===== src/rtl/vadd_sched_pkg.sv =====
// Shared types for the vector-add command scheduler: FSM states, completion
// status codes and the default-width command record.
package vadd_sched_pkg;

  typedef enum logic [1:0] {
    IDLE   = 2'd0,
    LAUNCH = 2'd1,
    WAIT   = 2'd2,
    CPL    = 2'd3
  } sched_state_t;

  localparam logic [1:0] STS_OK    = 2'b00;
  localparam logic [1:0] STS_SKIP  = 2'b01;
  localparam logic [1:0] STS_RANGE = 2'b10;

  localparam int ADDR_W_DEF = 13;
  localparam int LEN_W_DEF  = 32;
  localparam int TAG_W_DEF  = 4;

  typedef struct packed {
    logic [ADDR_W_DEF-1:0] addr_a;
    logic [ADDR_W_DEF-1:0] addr_b;
    logic [ADDR_W_DEF-1:0] addr_out;
    logic [LEN_W_DEF-1:0]  len;
    logic [TAG_W_DEF-1:0]  tag;
  } vadd_cmd_t;

endpackage


===== src/rtl/sched_cmd_fifo.sv =====
// DEPTH-entry synchronous command FIFO; the entry type is a parameter so the
// top can store commands sized to its own address/length/tag widths.
module sched_cmd_fifo
  import vadd_sched_pkg::*;
#(
  parameter int  DEPTH = 4,
  parameter type T     = vadd_cmd_t
) (
  input  logic                     clk,
  input  logic                     rst,
  input  logic                     push,
  input  T                         din,
  input  logic                     pop,
  output T                         dout,
  output logic                     full,
  output logic                     empty,
  output logic [$clog2(DEPTH):0]   count
);

  localparam int PW = $clog2(DEPTH);

  T               mem_q [DEPTH];
  logic [PW-1:0]  wr_ptr_q, wr_ptr_d;
  logic [PW-1:0]  rd_ptr_q, rd_ptr_d;
  logic [PW:0]    count_q, count_d;
  logic           do_push, do_pop;

  assign full    = (count_q == (PW+1)'(DEPTH));
  assign empty   = (count_q == '0);
  assign count   = count_q;
  assign dout    = mem_q[rd_ptr_q];
  // A pop never frees room for a push in the same cycle when full.
  assign do_push = push && !full;
  assign do_pop  = pop && !empty;

  always_comb begin
    wr_ptr_d = wr_ptr_q + PW'(do_push);
    rd_ptr_d = rd_ptr_q + PW'(do_pop);
    count_d  = count_q;
    unique case ({do_push, do_pop})
      2'b10:   count_d = count_q + (PW+1)'(1);
      2'b01:   count_d = count_q - (PW+1)'(1);
      default: count_d = count_q;
    endcase
  end

  always_ff @(posedge clk) begin
    if (rst) begin
      wr_ptr_q <= '0;
      rd_ptr_q <= '0;
      count_q  <= '0;
    end else begin
      wr_ptr_q <= wr_ptr_d;
      rd_ptr_q <= rd_ptr_d;
      count_q  <= count_d;
    end
  end

  always_ff @(posedge clk) begin
    if (do_push) mem_q[wr_ptr_q] <= din;
  end

endmodule


===== src/rtl/vadd_cmd_sched.sv =====
// Command scheduler in front of the vector-add engine: queues, screens and
// launches commands one at a time. SCHED_PERF_EN adds the cpl_cycles counter.
module vadd_cmd_sched
  import vadd_sched_pkg::*;
#(
  parameter int ADDR_WIDTH = 13,
  parameter int LEN_WIDTH  = 32,
  parameter int TAG_WIDTH  = 4,
  parameter int DEPTH      = 4,
  parameter int CYC_WIDTH  = 32
) (
  input  logic                     clk,
  input  logic                     rst,
  input  logic                     cmd_valid,
  output logic                     cmd_ready,
  input  logic [ADDR_WIDTH-1:0]    cmd_addr_a,
  input  logic [ADDR_WIDTH-1:0]    cmd_addr_b,
  input  logic [ADDR_WIDTH-1:0]    cmd_addr_out,
  input  logic [LEN_WIDTH-1:0]     cmd_len,
  input  logic [TAG_WIDTH-1:0]     cmd_tag,
  output logic                     eng_start,
  output logic [ADDR_WIDTH-1:0]    eng_addr_a,
  output logic [ADDR_WIDTH-1:0]    eng_addr_b,
  output logic [ADDR_WIDTH-1:0]    eng_addr_out,
  output logic [LEN_WIDTH-1:0]     eng_len,
  input  logic                     eng_done,
  output logic                     cpl_valid,
  input  logic                     cpl_ready,
  output logic [TAG_WIDTH-1:0]     cpl_tag,
  output logic [1:0]               cpl_status,
`ifdef SCHED_PERF_EN
  output logic [CYC_WIDTH-1:0]     cpl_cycles,
`endif
  output logic                     busy,
  output logic [$clog2(DEPTH):0]   q_count
);

  typedef struct packed {
    logic [ADDR_WIDTH-1:0] addr_a;
    logic [ADDR_WIDTH-1:0] addr_b;
    logic [ADDR_WIDTH-1:0] addr_out;
    logic [LEN_WIDTH-1:0]  len;
    logic [TAG_WIDTH-1:0]  tag;
  } cmd_t;

  localparam logic [LEN_WIDTH:0] LIMIT = {{LEN_WIDTH{1'b0}}, 1'b1} << ADDR_WIDTH;

  // Range check is done one bit wider than len so base+len cannot wrap.
  function automatic logic overflows(input logic [ADDR_WIDTH-1:0] base,
                                     input logic [LEN_WIDTH-1:0]  len);
    return ({1'b0, len} + (LEN_WIDTH+1)'(base)) > LIMIT;
  endfunction

  cmd_t          fifo_din, head;
  logic          fifo_full, fifo_empty, pop;
  sched_state_t  state_q, state_d;
  cmd_t          act_q, act_d;
  logic [1:0]    sts_q, sts_d;

  assign fifo_din = '{addr_a: cmd_addr_a, addr_b: cmd_addr_b, addr_out: cmd_addr_out,
                      len: cmd_len, tag: cmd_tag};

  sched_cmd_fifo #(.DEPTH(DEPTH), .T(cmd_t)) u_fifo (
    .clk   (clk),
    .rst   (rst),
    .push  (cmd_valid),
    .din   (fifo_din),
    .pop   (pop),
    .dout  (head),
    .full  (fifo_full),
    .empty (fifo_empty),
    .count (q_count)
  );

  always_comb begin
    state_d = state_q;
    act_d   = act_q;
    sts_d   = sts_q;
    pop     = 1'b0;
    case (state_q)
      IDLE: begin
        if (!fifo_empty) begin
          pop   = 1'b1;
          act_d = head;
          // len==0 must never reach the engine: its len-1 would wrap.
          if (head.len == '0) begin
            sts_d   = STS_SKIP;
            state_d = CPL;
          end else if (overflows(head.addr_a, head.len) ||
                       overflows(head.addr_b, head.len) ||
                       overflows(head.addr_out, head.len)) begin
            sts_d   = STS_RANGE;
            state_d = CPL;
          end else begin
            sts_d   = STS_OK;
            state_d = LAUNCH;
          end
        end
      end
      LAUNCH:  state_d = WAIT;
      WAIT:    if (eng_done) state_d = CPL;
      CPL:     if (cpl_ready) state_d = IDLE;
      default: state_d = IDLE;
    endcase
  end

  always_ff @(posedge clk) begin
    if (rst) begin
      state_q <= IDLE;
      act_q   <= '0;
      sts_q   <= STS_OK;
    end else begin
      state_q <= state_d;
      act_q   <= act_d;
      sts_q   <= sts_d;
    end
  end

`ifdef SCHED_PERF_EN
  logic [CYC_WIDTH-1:0] cyc_q, cyc_d;

  // The start cycle counts as 1; every WAIT cycle, including the done one, adds 1.
  always_comb begin
    cyc_d = cyc_q;
    case (state_q)
      IDLE:    if (pop) cyc_d = '0;
      LAUNCH:  cyc_d = CYC_WIDTH'(1);
      WAIT:    if (cyc_q != '1) cyc_d = cyc_q + CYC_WIDTH'(1);
      default: cyc_d = cyc_q;
    endcase
  end

  always_ff @(posedge clk) begin
    if (rst) cyc_q <= '0;
    else     cyc_q <= cyc_d;
  end

  assign cpl_cycles = cyc_q;
`endif

  assign cmd_ready    = !fifo_full;
  assign eng_start    = (state_q == LAUNCH);
  assign eng_addr_a   = act_q.addr_a;
  assign eng_addr_b   = act_q.addr_b;
  assign eng_addr_out = act_q.addr_out;
  assign eng_len      = act_q.len;
  assign cpl_valid    = (state_q == CPL);
  assign cpl_tag      = act_q.tag;
  assign cpl_status   = sts_q;
  assign busy         = (state_q != IDLE) || !fifo_empty;

endmodule

===== config.mk =====
export PLATFORM = sky130hd
export DESIGN_NAME = vadd_cmd_sched
export DESIGN_NICKNAME = d
export VERILOG_FILES = /design/src/rtl/vadd_sched_pkg.sv /design/src/rtl/sched_cmd_fifo.sv /design/src/rtl/vadd_cmd_sched.sv
export SDC_FILE = /design/constraint.sdc
export NUM_CORES = 1
export LEC_CHECK = 0
export BUFFER_PORTS_ARGS = -buffer_cell sky130_fd_sc_hd__clkbuf_2
export CAP_MARGIN = 30
export CORE_MARGIN = 4
export CORE_UTILIZATION = 45
export CTS_CLUSTER_DIAMETER = 100
export DETAILED_ROUTE_END_ITERATION = 7
export GPL_TIMING_DRIVEN = 0
export HOLD_SLACK_MARGIN = 0.05
export PLACE_DENSITY = 0.64
export SLEW_MARGIN = 5
export SYNTH_ARGS = -nofsm -noshare
export SYNTH_HDL_FRONTEND = slang
export SYNTH_SLANG_ARGS = --single-unit

===== constraint.sdc =====
create_clock -name clk -period 14.2 [get_ports clk]
set_clock_uncertainty 0.2 [all_clocks]
set_input_delay 0 -clock clk [delete_from_list [all_inputs] [get_ports clk]]
set_output_delay 0 -clock clk [all_outputs]
set_load 0.05 [all_outputs]

Yosys cells after proc, flatten, opt, wreduce, memory -nomap -nowiden:

Memory sizes are Yosys's and may differ from the RTL's. A register that Yosys moved wholly into a read port is not among the register bits.
Cells that the tools add are included.

* $add $sub $neg: 7
* $mul: 0
* divide/modulo/power cells: 0
* magnitude comparators: 3
* eq/ne operators: 9
* shifts and indexed selects: 0
* muxes and demuxes: 14
* bitwise operators: 1
* reduce and logical (&&, ||, !) cells: 14

Operator list (number)
* $add 32x13->33: 3
* $gt 33x14->1 const B: 3
* $logic_not 32->1: 1
* $mux 2: 8
* $pmux 2 s4: 1
* $eq 2x2->1 const B: 3
* $pmux 3 s2: 1
* $add 2x1->2: 2
* $eq 2x1->1 const B: 2
* $mux 1: 4
* $ne 2x2->1 const B: 2
* $reduce_bool 2->1: 2
* $add 3x1->3 const B: 1
* $eq 3x3->1 const B: 1
* $logic_not 3->1: 1
* $logic_or 1x1->1: 3
* $reduce_and 3->1: 1
* $sub 3x1->3 const B: 1
* $logic_and 1x1->1: 2
* $logic_not 1->1: 2
* $logic_not 2->1: 1
* $ne 2x1->1 const B: 1
* $reduce_and 2->1: 1
* $not 1->1: 1

* bits in registers: 86
* latch bits: 0
* RAM bits: 300
* memory bits (read-only): 0
* input port bits: 80
* output and inout bits: 84
* logic and storage cells: 59
* memories: 1

Memories
* u_fifo.mem_q: depth 4, bits a word 75, read ports 1, clocked after memory_dff 1, wr ports 1, RTL line sched_cmd_fifo.sv:22 `T mem_q [DEPTH];`

Logic depth before layout (Yosys ltp):

* depth after elaboration: 8
* depth in mapped cells: 18
* depth with buffers taken out: 13

Modules after synthesis:

From an unflattened synthesis, not the netlist that was laid out.

* cell total of the unflattened synthesis: 1282
* area, all modules: 17366.7 sq um

By module, submodules not included
* sched_cmd_fifo: instances 1, cells an instance 430, area an instance 11168.2 sq um, seq. area each 9148.8 sq um
* vadd_cmd_sched: instances 1, cells an instance 852, area an instance 6198.4 sq um, seq. area each 1581.5 sq um

Worst setup path after synthesis:

OpenSTA, ideal clock, no wires.

* path kind: register to register
* start: reg u_fifo.count_q[0] (netlist: u_fifo.count[0])
* end: mem u_fifo.mem_q[1][0] (netlist name) (enable)
* library setup time: 616 ps
* arrival: 7032 ps
* data required time: 13384 ps
* path slack: 6352 ps
* stages on the path, launching flop included: 5
* buffers on the path: 0
* period minus slack after synthesis: 7848 ps
* cells stage by stage: dfxtp_1 > inv_1 > nand3_1 > nand2_1 > nor3b_1

* cells in the longest elaborated chain, start to end: 5

RTL lines
* start, declared: RTL line sched_cmd_fifo.sv:25 `logic [PW:0] count_q, count_d;`
* start signal, assigned: RTL line sched_cmd_fifo.sv:55 `count_q <= count_d;`
* $eq 3x3->1: RTL line sched_cmd_fifo.sv:28 `assign full = (count_q == (PW+1)'(DEPTH));`
* $logic_not 1->1
* named net cmd_ready: RTL line vadd_cmd_sched.sv:15 `output logic cmd_ready,`
* $logic_and 1x1->1: RTL line sched_cmd_fifo.sv:33 `assign do_push = push && !full;`
* $mux 1: RTL line sched_cmd_fifo.sv:60 `if (do_push) mem_q[wr_ptr_q] <= din;`
* $mux 1 (not written as such): RTL line sched_cmd_fifo.sv:60
* end, declared: RTL line sched_cmd_fifo.sv:22

The timed path passes the listed nets, and every way through them passes these cells.

==> impl_metrics.csv <==
group,metric,value,unit
sta,hold_violations,0,
route,viasPerCell,5.54,
logic_synthesis,yosysTopAreaCell,"edfxtp_1",
power,finalPower,0.00470,W
global_routing,grt_max_degree,40,
logic_synthesis,synthTopCellsByCount,"edfxtp_1 (300), nand2_1 (191), a21oi_1 (119)",
logic_synthesis,ys.flop_type,"edfxtp_1",
final_layout,final_util,58.0,%
route,drc_errors,0,
logic_synthesis,synth-edff-count,300,
logic_synthesis,synth-async-reset-ratio,0,%
placed_design,io_buffers,162,
logic_synthesis,synthCells,1252,
final_layout,nets,1772,
power,p_leak,7.82,nW
final_layout,nFillCells,3115,
final_layout,drive_above_1_share,21.4,%
route,ant_nets,0,
clock_tree,cts_root_buf,"clkbuf_16",
global_routing,gr-usage-all-layers,21.8,%
die,ioPinCount,164,
die,row_count,71,
worst_hold_path,min_path_type,"in2reg",
logic_synthesis,synth_area_per_cell,13.8,sq um
clock_tree,clk_latency,560,ps
flow_run,cap_violations,0,
global_routing,grt_antenna_before_repair,1,
logic_synthesis,yosysMostFrequentCell,"edfxtp_1",
placed_design,placed_area,19000,sq um
setup_path,critPathMaxFanout,10,
die,initial_core_util,45.7,%
die,dieArea,41500,sq um
clock_tree,cts_max_path_buffers,3,
setup_path,cp-start-kind,"flop",
placed_design,gp_routability_congestion,0.897,
sta,min_period,6920,ps
global_routing,gr-total-overflow,0,
route,drt_iter0_drc,912,
logic_synthesis,ys_seq_elements,386,
setup_path,end_kind,"flop",
sta,tightestPinTransition,937,ps
final_layout,syn2layout_area_growth,26.9,%
final_layout,regArea,10700,sq um
clock_tree,cts_buffers,40,
setup_path,required,14390,ps
logic_synthesis,ys_seq_area_share,62.3,%
die,fp.dieH,204,um
route,first_pass_iters,5,
logic_synthesis,synth_area_leaders,"edfxtp_1 (52%), dfxtp_1 (10%), mux4_2 (9.2%)",
route,avgRoutedWirePerCell,20.7,um
route,drt-total-wl,45200,um
clock_tree,postCtsSetupBuffers,0,
sta,finalCritPeriodShare,48.7,%
sta,fmax,0.145,GHz
global_routing,first_global_vias,12200,
logic_synthesis,synth_top_cell_area_share,52.3,%
setup_path,critPathKind,"reg2reg",
final_layout,multiInputGateArea,6100,sq um
sta,setup_viol,0,
clock_tree,cts_resized,0,
route,vias,12100,
sta,slew_violations,0,
sta,finalSetupTns,0,ps
sta,max_slew_margin,37.5,%
logic_synthesis,syn_area,17200,sq um
die,die_x,204,um
power,ir_drop,0.127,mV
die,coreArea,37700,sq um
final_layout,stdcell_area,21900,sq um
logic_synthesis,yosysWarnings,0,
placed_design,hpwl,32500,um
status,status,"complete, no violations",
power,powerDensity,215,nW/um^2
logic_synthesis,mappedNetlistNets,1383,
setup_path,arrival,7110,ps
logic_synthesis,synth.distinct_cells,85,
clock_tree,cts_tree,"done",
clock_tree,cts.clk_slew.worst_paths,60,ps
global_routing,grt_pass1_wl,69900,um
clock_tree,cts.sinks,386,
sta,fin_hold_ws,115,ps
sta,rsz0062_at_grt,"false",
clock_tree,htreeDepth,2,
==> cells by family (layout without fill, tap and decap cells) <==
| group | Yosys count | in the layout | share of synthesized area [%] |
|---|---|---|---|
| AO/OA/AOI/OAI | 265 | 265 | 9.82 |
| XOR/XNOR | 22 | 22 | 1.12 |
| adder cells (fa/ha/maj) | 51 | 51 | 3.88 |
| buffers and inverters | 81 | 502 | 2.37 |
| flip-flops | 386 | 386 | 62.3 |
| multiplexers | 82 | 82 | 10.3 |
| other | 0 | 1 | 0 |
| AND/OR/NAND/NOR | 365 | 365 | 10.2 |
==> metal layers <==
metal  GRT usage [%]  part of all wire (%)  vias up
met5               0                     0        -
met4            6.29                   2.3        0
met3            3.80                   5.9       76
met2            35.2                    47      342
met1            30.7                    45     6042
li1                -                     -     5649
==> worst max-delay path, stage by stage (launching register included) <==
cell      delay [ps]
dfxtp_1          410
buf_2            300
clkbuf_8         240
clkbuf_1         710
buf_1            700
mux4_2           450
ha_1             240
fa_1             400
a21o_1           200
o21ai_0          290
o2bb2a_1         260
o211a_1          170
clkbuf_1         330
nand2_1          240
a211oi_1         290
nor3b_1          100
or4_4            540
nor4_2           530
a221oi_1         150
==> path summary, 6_finish.rpt <==
| path | startpoint | slack, ps | endpoint | depth (start not counted) |
|---|---|---|---|---|
| worst max-delay path | u_fifo.rd_ptr_q[1] | 7280 | state_q[1] | 18 |
| worst min-delay path | cmd_len[17] | 110 | u_fifo.mem_q[3][21] | 2 |
| worst max register to register | u_fifo.rd_ptr_q[1] | 7280 | state_q[1] | 18 |
| worst min register to register | eng_len[1] | 250 | eng_len[1] | 2 |
==> per-stage QoR <==
stage                     setup slack (ps)  std cells
after floorplan                       6350       1252
final                                 7280       2185
after CTS                             7290       2183
after global routing                  6900       2185
after global placement                2240       1925
after detailed placement              7280       1954
==> area by class of cell <==
class,instances,share of cell area [%]
plain buffers,61,1.52
clock inverters,18,0.825
flip-flops and latches,386,49.1
diodes,1,0.0115
clock buffers,56,5.05
inverters,20,0.344
repair buffers,347,12.3
well taps,511,2.93
multi-input cells,785,27.9
==> cells in the final DEF, fill, tap and decap left out, types with 6 or more instances in the layout <==
cell,instances
o22ai_1,8
nor2_1,43
ha_1,47
dfxtp_1,86
and3_1,9
nand2_1,191
a21oi_1,119
clkbuf_16,42
o21a_1,9
a211oi_1,14
nand4_1,9
mux4_2,70
nor3_1,12
and4_1,6
mux2i_1,7
clkbuf_1,52
nand2b_1,9
clkinv_2,6
edfxtp_1,300
buf_6,19
o211ai_1,9
a31oi_1,10
inv_1,19
nor2b_1,8
and2_1,7
nor4_1,15
buf_1,10
xnor2_1,15
buf_4,11
dlygate4sd3_1,155
xor2_1,7
nand3_1,21
clkbuf_2,162
a21o_1,15
o21ai_0,19
==> power by group <==
part / internal (W) / switching (W) / leakage, nW
sequential: 0.00142 / 0.0000811 / 3.46
combinational: 0.000733 / 0.00145 / 3.74
clock: 0.000600 / 0.000423 / 0.623
total: 0.00275 / 0.00195 / 7.82
==> state kept, by name (all words and copies together) (netlist names) <==
register,flops
u_fifo.count,3
cpl_status,2
eng_addr_a,13
u_fifo.rd_ptr_q,2
cpl_tag,4
eng_len,32
eng_addr_out,13
u_fifo.wr_ptr_q,2
state_q,2
u_fifo.mem_q,300
eng_addr_b,13
==> repair_timing <==
item | CTS | global route
hold buffers | 155 | 0
endpoints found under the setup margin | 0 | 0
endpoints found under the hold margin | 410 | 0
Note: power is estimated with default switching activity, not from simulation.
